--- config.mk ---
export PLATFORM = sky130hd
export DESIGN_NAME = pipeline_hazard_ctrl
export DESIGN_NICKNAME = d
export VERILOG_FILES = /design/src/rtl/pipeline_hazard_ctrl.sv
export SDC_FILE = /design/constraint.sdc
export NUM_CORES = 1
export LEC_CHECK = 0
export ABC_CLOCK_PERIOD_IN_PS = 2530
export CORE_ASPECT_RATIO = 0.8
export CORE_MARGIN = 3
export CORE_UTILIZATION = 50
export CTS_CLUSTER_DIAMETER = 40
export CTS_CLUSTER_SIZE = 8
export DETAILED_ROUTE_END_ITERATION = 10
export MAX_ROUTING_LAYER = met4
export PLACE_DENSITY = 0.79
export SYNTH_ARGS = -nofsm -noshare
export SYNTH_HDL_FRONTEND = slang
export SYNTH_SLANG_ARGS = --single-unit
--- constraint.sdc ---
create_clock -name clk_i -period 2.53 [get_ports clk_i]
set_input_delay 0.506 -clock clk_i [delete_from_list [all_inputs] [get_ports clk_i]]
set_output_delay 0.506 -clock clk_i [all_outputs]
set_load 0.02 [all_outputs]
--- src/rtl/pipeline_hazard_ctrl.sv ---
// Five-stage pipeline sequencing controller: post-reset init flush, memory freeze,
// load-use stall and branch/jump flush, with saturating statistics and a sticky timeout flag.
module pipeline_hazard_ctrl #(
  parameter int unsigned INIT_CYCLES = 4,
  parameter int unsigned MEM_TIMEOUT = 255
) (
  input  logic        clk_i,
  input  logic        rst_n_i,
  input  logic [4:0]  id_rs_i,
  input  logic [4:0]  id_rt_i,
  input  logic        id_uses_rt_i,
  input  logic        ex_memread_i,
  input  logic [4:0]  ex_rt_i,
  input  logic        branch_taken_i,
  input  logic        jump_i,
  input  logic        mem_busy_i,
  output logic        pc_write_o,
  output logic        hazard_IF_ID_o,
  output logic        flush_IF_ID_o,
  output logic        bubble_ID_EX_o,
  output logic        freeze_o,
  output logic [15:0] stall_cnt_o,
  output logic [15:0] flush_cnt_o,
  output logic        mem_timeout_o
);

  localparam int unsigned IW = (INIT_CYCLES > 1) ? $clog2(INIT_CYCLES) : 1;
  localparam logic [IW-1:0] INIT_LAST = IW'(INIT_CYCLES - 1);
  localparam logic [15:0]   WAIT_LAST = 16'(MEM_TIMEOUT - 1);

  typedef enum logic [1:0] {
    ST_INIT,
    ST_RUN,
    ST_MEM_WAIT
  } state_e;

  state_e        state_q, state_d;
  logic [IW-1:0] init_cnt_q, init_cnt_d;
  logic [15:0]   wait_cnt_q, wait_cnt_d;
  logic [15:0]   stall_cnt_q, stall_cnt_d;
  logic [15:0]   flush_cnt_q, flush_cnt_d;
  logic          mem_timeout_q, mem_timeout_d;
  logic          load_use;

  assign load_use = ex_memread_i && (ex_rt_i != 5'd0) &&
                    ((ex_rt_i == id_rs_i) || (id_uses_rt_i && (ex_rt_i == id_rt_i)));

  // Outputs are decoded from the current state and inputs so stalls, flushes and
  // freezes take effect in the same cycle; only bookkeeping is registered.
  always_comb begin
    pc_write_o     = 1'b0;
    hazard_IF_ID_o = 1'b0;
    flush_IF_ID_o  = 1'b0;
    bubble_ID_EX_o = 1'b0;
    freeze_o       = 1'b0;
    state_d        = state_q;
    init_cnt_d     = init_cnt_q;
    wait_cnt_d     = '0;
    stall_cnt_d    = stall_cnt_q;
    flush_cnt_d    = flush_cnt_q;
    mem_timeout_d  = mem_timeout_q;

    case (state_q)
      ST_RUN, ST_MEM_WAIT: begin
        if (mem_busy_i) begin
          freeze_o       = 1'b1;
          hazard_IF_ID_o = 1'b1;
          state_d        = ST_MEM_WAIT;
        end else if (load_use) begin
          hazard_IF_ID_o = 1'b1;
          bubble_ID_EX_o = 1'b1;
          state_d        = ST_RUN;
        end else if (branch_taken_i || jump_i) begin
          flush_IF_ID_o  = 1'b1;
          pc_write_o     = 1'b1;
          state_d        = ST_RUN;
        end else begin
          pc_write_o     = 1'b1;
          state_d        = ST_RUN;
        end

        if (freeze_o) begin
          if (wait_cnt_q == WAIT_LAST) mem_timeout_d = 1'b1;
          wait_cnt_d = (wait_cnt_q == 16'hFFFF) ? wait_cnt_q : wait_cnt_q + 16'd1;
        end
        if (!pc_write_o && (stall_cnt_q != 16'hFFFF)) stall_cnt_d = stall_cnt_q + 16'd1;
        if (flush_IF_ID_o && (flush_cnt_q != 16'hFFFF)) flush_cnt_d = flush_cnt_q + 16'd1;
      end
      default: begin
        flush_IF_ID_o  = 1'b1;
        bubble_ID_EX_o = 1'b1;
        if (init_cnt_q == INIT_LAST) begin
          state_d    = ST_RUN;
          init_cnt_d = '0;
        end else begin
          state_d    = ST_INIT;
          init_cnt_d = init_cnt_q + 1'b1;
        end
      end
    endcase
  end

  always_ff @(posedge clk_i or negedge rst_n_i) begin
    if (!rst_n_i) begin
      state_q       <= ST_INIT;
      init_cnt_q    <= '0;
      wait_cnt_q    <= '0;
      stall_cnt_q   <= '0;
      flush_cnt_q   <= '0;
      mem_timeout_q <= 1'b0;
    end else begin
      state_q       <= state_d;
      init_cnt_q    <= init_cnt_d;
      wait_cnt_q    <= wait_cnt_d;
      stall_cnt_q   <= stall_cnt_d;
      flush_cnt_q   <= flush_cnt_d;
      mem_timeout_q <= mem_timeout_d;
    end
  end

  assign stall_cnt_o   = stall_cnt_q;
  assign flush_cnt_o   = flush_cnt_q;
  assign mem_timeout_o = mem_timeout_q;

endmodule

==> impl_metrics.yaml <==
synth:
  yosys.area_share.simple_pct: 23.42
  compound_cell_area_share_of_the_yosys_netlist_pct: 7.331
  synth_top_family_by_area: "simple AND/OR/NAND/NOR gates"
  synth_xor_xnor_area_share_pct: 15.17
  synthesis.nets: 301
  post_synth_num_cell_types: 36
  synth_cells: 274
  sequential_area_share_after_synthesis_pct: 48.87
  ys_seq_elements: 53
  post_synth_fa_ha_maj_area_fraction_pct: 2.305
  synthesis.area_sq_mm: 0.002714
  synth_mux_area_share_pct: 1.245
  synth.avg_cell_area_sq_um: 9.905
  yosysWarningCount: 0
die:
  die_width_microns: 88.37
  placeableCoreArea_sq_mm: 0.005122
  design.portCount: 60
  die_height_microns: 71.90
  floorplan.die_area_sq_mm: 0.006353
  initial_utilization_pct: 52.98
  rows: 23
critical_path:
  cp.required_ns: 2.02
  worstPathMaxFanout: 3
  critical_path_class: "in -> out"
  crit_path_end_kind: "primary output"
  r2r-start: "stall_cnt_o[0]"
  path_delay_family: "simple AND/OR/NAND/NOR gates"
  path_buf_inv: 2
  critical-path-slowest-cell: "or4_4"
  max_stage_delay_ns: 0.52
  worstPathCellList: "clkdlybuf4s15_2 > or4_4 > o21a_1 > a211o_2 > nand2_2 > buf_6"
  worst_ep_arrival_time_ns: 1.98
  worst_setup_path_startpoint: "ex_rt_i[4]"
  start_kind: "input port"
layout:
  layout.cells.most_common_list: "53 x dfrtp_1, 49 x clkdlybuf4s50_1, 26 x nand2_1"
  area_growth_from_synthesis_to_layout_pct: 32.92
  post_route_cells_drive_above_1_share_pct: 12.92
  diodes: 0
  fin_cells: 418
  final.fill_count: 412
  final_common_cell: "dfrtp_1"
  num-nets-final: 382
routing:
  drt_drc_violations_left: 0
  vias_per_cell: 5.620
  drt-wirelength-per-cell_microns: 15.55
  vias: 2349
  route.antenna.remaining_nets: 0
  drt-initial-drc-count: 125
  drt_pass1_iterations: 4
  route.final.wire_length_microns: 6500
pwr:
  share_clk_of_total_power_pct: 15.1
  net-switching-power_mw: 1.240
  p_sw_share_pct: 40.10
  totalPowerFinal_mw: 3.093
  combinationalPowerShare_pct: 46.2
  power.sequential.fraction_pct: 38.7
  irDropWorstVdd_mv: 0.6330
  p_leak_nw: 1.555
  powerDensity_mw_per_mm2: 857.5
  power_report.internal_total_mw: 1.853
timing:
  postLayoutSetupSlackWorst_ns: 0.04864
  rsz0062_at_grt: "yes"
  report.final.hold_viol_count: 0
  final.period_utilization_pct: 98.08
  setup_violations: 0
  maxClockFrequency_mhz: 403.0
  finalMaxSlewViolations: 0
  min_period_ns: 2.481
  finalSetupTns_ns: 0
  timing.clock.skew_ns: 0.01121
  tightest_slew_ns: 0.5548
  worst_slew_margin_rel_pct: 62.75
cts:
  clkLatencyLatePin_ns: 0.31
  htree_levels: 2
  root_driver: "clkbuf_8"
  tritoncts: "built"
  clock_sink_count: 53
  holdBufCountCts: 0
  clock_tree.buffer_depth: 2
  cts_buffers: 5
  clk_pin_slew_ns: 0.10
global_route:
  grt_first_pass_wirelength_microns: 10900
  grt_max_degree: 24
  gr-usage-all-layers_pct: 22.44
  grt_pass1_vias: 2313
  grt_antenna_before_repair: 0
  grt_overflow_total: 0
placed_design:
  place.detailed.instances: 409
  port_buffers: 59
  detailed_place_hpwl_microns: 4806
  dp_worst_setup_slack_ns: -0.7783
  place_congestion: 0.8880
run:
  max-cap-violations: 0
outcome:
  run_status: "completed"
hold_path:
  worst_hold_path_type: "in -> async"
-- final timing paths --
kind                              endpoint  slack (ns)  cells after the start
min in group clk_i          stall_cnt_o[5]        0.49                      1
max in group asynchronous   flush_cnt_o[3]        1.76                      2
setup / recovery             flush_IF_ID_o        0.05                      6
hold / removal             stall_cnt_o[15]        0.15                      1
setup reg to reg            stall_cnt_o[1]        0.42                      6
hold reg to reg             stall_cnt_o[5]        0.49                      1
-- power groups by stage --
stage               logic [mW]  clock network (mW)  registers (mW)
finish                    1.43               0.468            1.20
global route              1.54               0.517            1.23
detailed placement        1.40                   0            1.20
floorplan                0.608                   0            1.31
CTS                       1.42               0.480            1.19
global placement          1.36                   0            1.19
-- Yosys cell counts --
master    instances  share of area [%]
a211o_2           1               0.37
a21o_2            1               0.32
a21oi_1           3               0.55
a311oi_1          1               0.32
a31oi_1           7                1.6
a31oi_2           1               0.46
a32oi_1           1               0.32
a41o_1            1               0.37
and2_1            2               0.46
and3_1           11                2.5
and4_1            2               0.65
buf_6             1               0.41
clkbuf_1          4               0.55
dfrtp_1          53                 49
ha_1              5                2.3
inv_1             5               0.69
mux2_2            3                1.2
nand2_1          27                3.7
nand3_1          23                4.2
nand3b_1          1               0.28
nand4_1          11                2.5
nor2_1           19                2.6
nor2b_1           1               0.23
nor3_1           15                2.8
nor3b_1           2               0.55
nor4_1            5                1.2
nor4b_1           1               0.32
o21a_1            1               0.28
o21ai_0          11                2.0
o21ai_1           1               0.18
o22ai_1           1               0.23
o31ai_1           1               0.28
or3_1             4               0.92
or4_4             1               0.41
xnor2_1          24                7.7
xor2_1           23                7.4
-- state kept, by name (all words and copies together) (netlist names) --
signal         cells
stall_cnt_o       16
state_q            2
flush_cnt_o       16
wait_cnt_q        16
init_cnt_q         2
mem_timeout_o      1
-- per-layer routing --
metal  GRT usage (%)  routed length, microns  vias to the layer above
li1                -                       -                     1137
met1           31.49                    3125                     1118
met2           32.78                    2880                       84
met3           4.994                     409                       10
met4           7.047                      85                        0
met5               -                       0                        -
-- cell families (layout without fill, tap and decap cells) --
| group | after synthesis | after routing |
|---|---|---|
| and+or+nand+nor | 125 | 125 |
| DFF | 53 | 53 |
| xor gates and xnor gates | 47 | 47 |
| AOI/OAI and AO/OA | 31 | 31 |
| buffers and inverters | 10 | 92 |
| adders and majority gates | 5 | 5 |
| muxes | 3 | 3 |
-- cell type report --
class | count | area (sq um) | area share (%)
Sequential cell | 53 | 1326 | 36.77
Timing Repair Buffer | 79 | 726.9 | 20.15
Inverter | 5 | 18.77 | 0.5203
Clock buffer | 6 | 72.57 | 2.012
Tap cell | 62 | 77.57 | 2.151
Clock inverter | 2 | 10.01 | 0.2775
Multi-Input combinational cell | 211 | 1375 | 38.12
-- stage by stage --
| step | util [%] | hold WS [ns] | instance area [sq um] |
|---|---|---|---|
| after floorplan | - | 0.2104 | 2714 |
| after global placement | 68.20 | 0.4639 | 3493 |
| after detailed placement | 68.20 | 0.4769 | 3493 |
| after CTS | 70.15 | 0.1679 | 3593 |
| after global routing | 70.42 | 0.1812 | 3607 |
| final | 70.42 | 0.1452 | 3607 |
-- what timing repair did --
item	in CTS	in global routing
pin swaps	5	3
buffers inserted	1	0
endpoints found under the setup margin	12	4
gates resized for setup	38	2
(Power assumes the default switching activity.)
==> RTL change 1, RTL diff (same settings) <==
Set the parameter `INIT_CYCLES` to 8 (it was 4).
--- a/src/rtl/pipeline_hazard_ctrl.sv
+++ b/src/rtl/pipeline_hazard_ctrl.sv
@@ -2,5 +2,5 @@
 // load-use stall and branch/jump flush, with saturating statistics and a sticky timeout flag.
 module pipeline_hazard_ctrl #(
-  parameter int unsigned INIT_CYCLES = 4,
+  parameter int unsigned INIT_CYCLES = 8,
   parameter int unsigned MEM_TIMEOUT = 255
 ) (
Formal check against the unedited RTL: not equivalent (a bounded check fails within 10 cycles, from zero or initial values and one cycle with rst_n_i low).
==> RTL change 1 against the original RTL <==
- first-iteration DRC count rose by 13%
- worst hold slack improved by 0.028 ns
- combinational power fell by 13%
- non-clock buffer count rose by 6
- sequential share of layout area fell by 0.33 points
- wire length rose by 0.15%
- setup slack got worse by 0.0035 ns
- power fell by 7.7%
- global-route usage fell by 1.1 points
- register-to-register slack got worse by 0.18 ns
- sequential cell count rose by 1
- clock skew fell by 0.0048 ns
- highest routed layer unchanged
- final area rose by 2.8%
- synthesized area rose by 2.1%
==> RTL change 1: results (changes against the original RTL) <==
The run finished with clean final reports. The proportion of layout cells with a drive suffix above 1 was 0.150 (was 0.129). The number of H-tree levels was 2 (unchanged). The tools report the beginning of the critical path as ex_rt_i[3] (was ex_rt_i[4]). The logs give 0.173 ns (was 0.145 ns) for the worst-case hold slack and 0.00639 ns (was 0.0112 ns) for the worst clock skew on the final layout. Placer's final routability congestion estimate: 0.841 (was 0.888). The tools report the internal power contribution as 0.00179 W (was 0.00185 W). Insertion delay to the later sink of the worst-skew pair: 0.31 ns (about the same). The maximum net fanout on the critical path is 4 (was 3). The run gives 43 (was 36) as the number of different library cells in the post-synthesis netlist. Area contributors post-synth: dfrtp_1, xnor2_1, xor2_1, nand4_1, nor2_1 (was dfrtp_1, xnor2_1, xor2_1, nand3_1, nand2_1).

For the leakage power figure, the log shows 1.61 nW (was 1.55 nW). Standard cell area after detailed placement: 3600 um^2 (was 3490 um^2). The starting DRC count in detailed routing is 141 (was 125). The power share of the clock group is 0.160 (was 0.151).

The tools report the total clock buffers created by CTS as 5 (unchanged). The combinational power came out at 0.00125 W (was 0.00143 W). Peak ir drop on the vdd network: 0.000450 V (was 0.000633 V). The transition at the pin with the smallest max-transition slack came out at 0.588 ns (was 0.555 ns).

For the reg2reg setup slack, the log shows 0.24 ns (was 0.42 ns). The tools report the global-route wire length before repair as 10400 um (was 10900 um). The run gives 267 (was 274) as the gate count after technology mapping. The tools report the number of iterations in the first detailed-routing pass as 4 (unchanged). Number of instances in the placed design: 406 (was 409). The tools report the library cell used as clock root buffer as clkbuf_8 (unchanged). The count of input and output buffers was 59 (unchanged).

The clock slew seen by the registers of the worst setup and hold paths works out to 0.09 ns. The worst-case clock buffer depth is 2 (unchanged), and the via count of the first global-routing pass is 2202 (was 2313). The synthesis warning total was 0 (unchanged); the pin count of the biggest net entering global routing was 33 (was 24). Cell count of the worst reg-to-reg path: 6 (unchanged). The sequential cell area fraction in the yosys report came out at 0.488 (was 0.489). The endpoint of the worst setup timing path was hazard_IF_ID_o (was flush_IF_ID_o). The switching share of total power is 0.372 (was 0.401), and the detailed-route via count is 2294 (was 2349). The run gives 0.213 (was 0.224) as the total track usage. For the total routed wirelength, the log shows 6510 um (was 6500 um).

Ranking of synthesized cells by instance count: dfrtp_1, xnor2_1, nor2_1 (was dfrtp_1, nand2_1, xnor2_1). The initial antenna violation count was 1 (was 0); the net count reported at finish was 382 (unchanged). Post-detailed-route via-to-cell ratio: 5.50 (was 5.62). The data arrival time of the critical path was 1.98 ns (about the same).

For the net count of the mapped netlist, the log shows 295 (was 301). HPWL after detailed placement: 4820 um (was 4810 um). The startpoint of the worst-slack reg-to-reg timing path is stall_cnt_o[0] (unchanged).

Type of the tightest min-delay check: in2async (unchanged). The share of async-settable or async-resettable flops after synthesis works out to 1.00 (unchanged). The reg-to-reg critical path endpoint is stall_cnt_o[1] (unchanged).
==> RTL change 1: cell types whose count changed in the layout (fill, tap and decap cells not counted), sizes merged, moves of 6 or more <==
cell	change
nand3	-9
nor2	+6
nor3	-8
xnor2	+6
nand4	+11
a31oi	-6
clkdlybuf4s50	-8
==> RTL change 1: critical path, stage by stage <==
cell	delay [ns]
dlygate4sd2_1	0.27
buf_4	0.14
xor2_1	0.15
nor3_2	0.22
a22o_1	0.21
a21o_1	0.21
and2_4	0.17
buf_6	0.10
==> RTL change 1: final cells by class <==
class	count	area, um^2
antenna	1	2.50
clock buffer	5	68.8
clock inverter	2	10.0
fill	386	1470
inverter	5	18.8
multi-input combinational	203	1380
sequential	54	1350
tap	62	77.6
timing repair buffer	85	796
==> RTL change 1: metal layers <==
layer | wire length, um | global-route usage
met1 | 2980 | 0.281
met4 | 112 | 0.0579
met3 | 480 | 0.0666
met5 | 0 | -
met2 | 2940 | 0.321
==> RTL change 1: stage by stage <==
stage	setup WS, ns	TNS, ns
6_report	0.0452	0
5_1_grt	-0.00597	-0.00597
4_1_cts	0.00195	0
3_5_place_dp	-0.701	-7.65
3_3_place_gp	-0.675	-6.56
2_1_floorplan	0.0374	0
==> RTL change 1: what timing repair did <==
action                                  CTS  global route
setup buffers                             2             1
endpoints found under the setup margin    4             5
gates resized for setup                  34            11
hold buffers                              0             0
hold endpoints to repair                  0             0
pin swaps                                 5             9
==> RTL change 1: logic make-up after synthesis <==
family | synth area share
adder cells (fa/ha/maj) | 0.0271
flip-flops | 0.488
AO/OA/AOI/OAI | 0.0542
buffers and inverters | 0.0181
XOR/XNOR | 0.155
AND/OR/NAND/NOR | 0.225
multiplexers | 0.0334
==> RTL change 2, RTL diff (same settings) <==
Without the edit above. The 3 states of `state_e` get a one-hot encoding in 3 bits.
--- a/src/rtl/pipeline_hazard_ctrl.sv
+++ b/src/rtl/pipeline_hazard_ctrl.sv
@@ -29,8 +29,8 @@
   localparam logic [15:0]   WAIT_LAST = 16'(MEM_TIMEOUT - 1);
 
-  typedef enum logic [1:0] {
-    ST_INIT,
-    ST_RUN,
-    ST_MEM_WAIT
+  typedef enum logic [2:0] {
+    ST_INIT     = 3'b001,
+    ST_RUN      = 3'b010,
+    ST_MEM_WAIT = 3'b100
   } state_e;
 
Behaviour: no difference found for any inputs over 10 cycles, from zero or initial values and one cycle with rst_n_i low; not proved beyond that.
==> RTL change 2 against the original RTL <==
- setup slack gained 0.0076 ns
- largest cell class unchanged
- final area grew 1.1%
- register-to-register slack lost 0.13 ns
- sequential cell count grew 1
- synthesized area grew 2.4%
- wire length shrank 9.8%
Power is not compared: it rests on default switching activity, and its combinational part moved more than twofold at a synthesized area within 25%.
==> RTL change 2: results (changes against the original RTL) <==
The via count of the first global-routing pass was 2221 (was 2313); the global-route track usage on met1 was 0.249 (was 0.315). The logs give 0.201 (was 0.224) for the total track usage and 294 (was 301) for the net count of the mapped netlist. The analysis attributes to cell leakage a power of 1.48 nW.

Area contributors post-synth: dfrtp_1, xnor2_1, xor2_1, nand4_1, nor2_1 (was dfrtp_1, xnor2_1, xor2_1, nand3_1, nand2_1). The logs give 95 (was 125) for the starting DRC count in detailed routing and 0.487 (was 0.489) for the sequential cell area fraction in the yosys report. The total routed wirelength is 5870 um (was 6500 um), and the global-route met2 utilization is 0.334 (was 0.328).

Ranking of synthesized cells by instance count: dfrtp_1, xnor2_1, nor2_1 (was dfrtp_1, nand2_1, xnor2_1). The logs give 0 (unchanged) for the initial antenna violation count and 371 (was 382) for the net count reported at finish. Final number of setup-violating endpoints: 0 (unchanged). The pin count of the biggest net entering global routing was 41 (was 24). The run finished with clean final reports.

For the HPWL after detailed placement, the log shows 4340 um (was 4810 um). The worst setup timing slack at the placement stage was -0.711 ns (was -0.778 ns). The relative max-transition margin was 0.435 (was 0.627); the number of different library cells in the post-synthesis netlist was 45 (was 36). The run gives 407 (was 418) as the post-route non-filler standard cell count.

The proportion of layout cells with a drive suffix above 1 is 0.154 (was 0.129). The placer's final routability congestion estimate came out at 0.805 (was 0.888). The number of iterations in the first detailed-routing pass is 5 (was 4), and the worst clock skew on the final layout is 0.00941 ns (was 0.0112 ns).

The fraction of synthesized cell area taken by the top area cell type was 0.477 (was 0.489); the post-detailed-route via-to-cell ratio was 5.38 (was 5.62). For the global-route wire length before repair, the log shows 9970 um (was 10900 um). The met3 demand-to-capacity share in global routing was 0.0508 (was 0.0499).

The number of instances in the placed design is 399 (was 409). The run gives 267 (was 274) as the gate count after technology mapping. For the number of buffers inserted to repair setup after CTS, the log shows 0 (was 1).
[RTL change 2: cell families after synthesis]
family,after synthesis,share of synthesized area
buf+inv,14,0.0225
compound gates,13,0.0464
fa+ha+maj,5,0.0225
mux,5,0.0203
xor+xnor,52,0.164
simple gates,124,0.238
flops,54,0.487
[RTL change 2: worst paths after layout]
path,depth (start not counted),from,slack [ns],to
worst min-delay path,1,rst_n_i,0.28,stall_cnt_o[11]
max in group asynchronous,2,rst_n_i,1.55,flush_cnt_o[9]
worst max register to register,7,stall_cnt_o[0],0.29,stall_cnt_o[1]
min in group clk_i,1,mem_timeout_o,0.48,mem_timeout_o
worst max-delay path,7,ex_rt_i[3],0.06,hazard_IF_ID_o
worst min register to register,1,mem_timeout_o,0.48,mem_timeout_o
[RTL change 2: cell type report]
class                           count  area (um^2)
Inverter                            8         30.0
Timing Repair Buffer               76          703
Multi-Input combinational cell    199         1390
Tap cell                           62         77.6
Fill cell                         397         1530
Clock buffer                        5         68.8
Sequential cell                    54         1350
Clock inverter                      3         25.0
[RTL change 2: what timing repair did]
action | in CTS | in global routing
cloned | 0 | 0
setup endpoints to repair | 5 | 5
resized for setup | 30 | 6
endpoints found under the hold margin | 0 | 0
pin swaps | 1 | 3
[RTL change 2: worst max-delay path, stage by stage]
cell,delay [ns]
dlygate4sd2_1,0.28
or4_4,0.49
o21a_4,0.22
a21oi_4,0.14
buf_4,0.14
nor2_2,0.03
buf_4,0.16
[RTL change 2: per-stage QoR]
step           total power, W  area [um^2]
2_1_floorplan         0.00142         2780
3_3_place_gp          0.00172         3550
3_5_place_dp          0.00174         3550
4_1_cts               0.00225         3640
5_1_grt               0.00234         3650
6_report              0.00223         3650
[RTL change 2: report_power, final]
part / internal [W] / switching (W)
Combinational: 0.000318 / 0.000326
Clock: 0.000200 / 0.000300
Sequential: 0.000972 / 0.000111
[RTL change 2: per-layer routing]
layer | wire (um) | vias up
li1 | - | 1088
met1 | 2750 | 1035
met2 | 2690 | 63
met3 | 375 | 5
met4 | 53 | 0
met5 | 0 | -
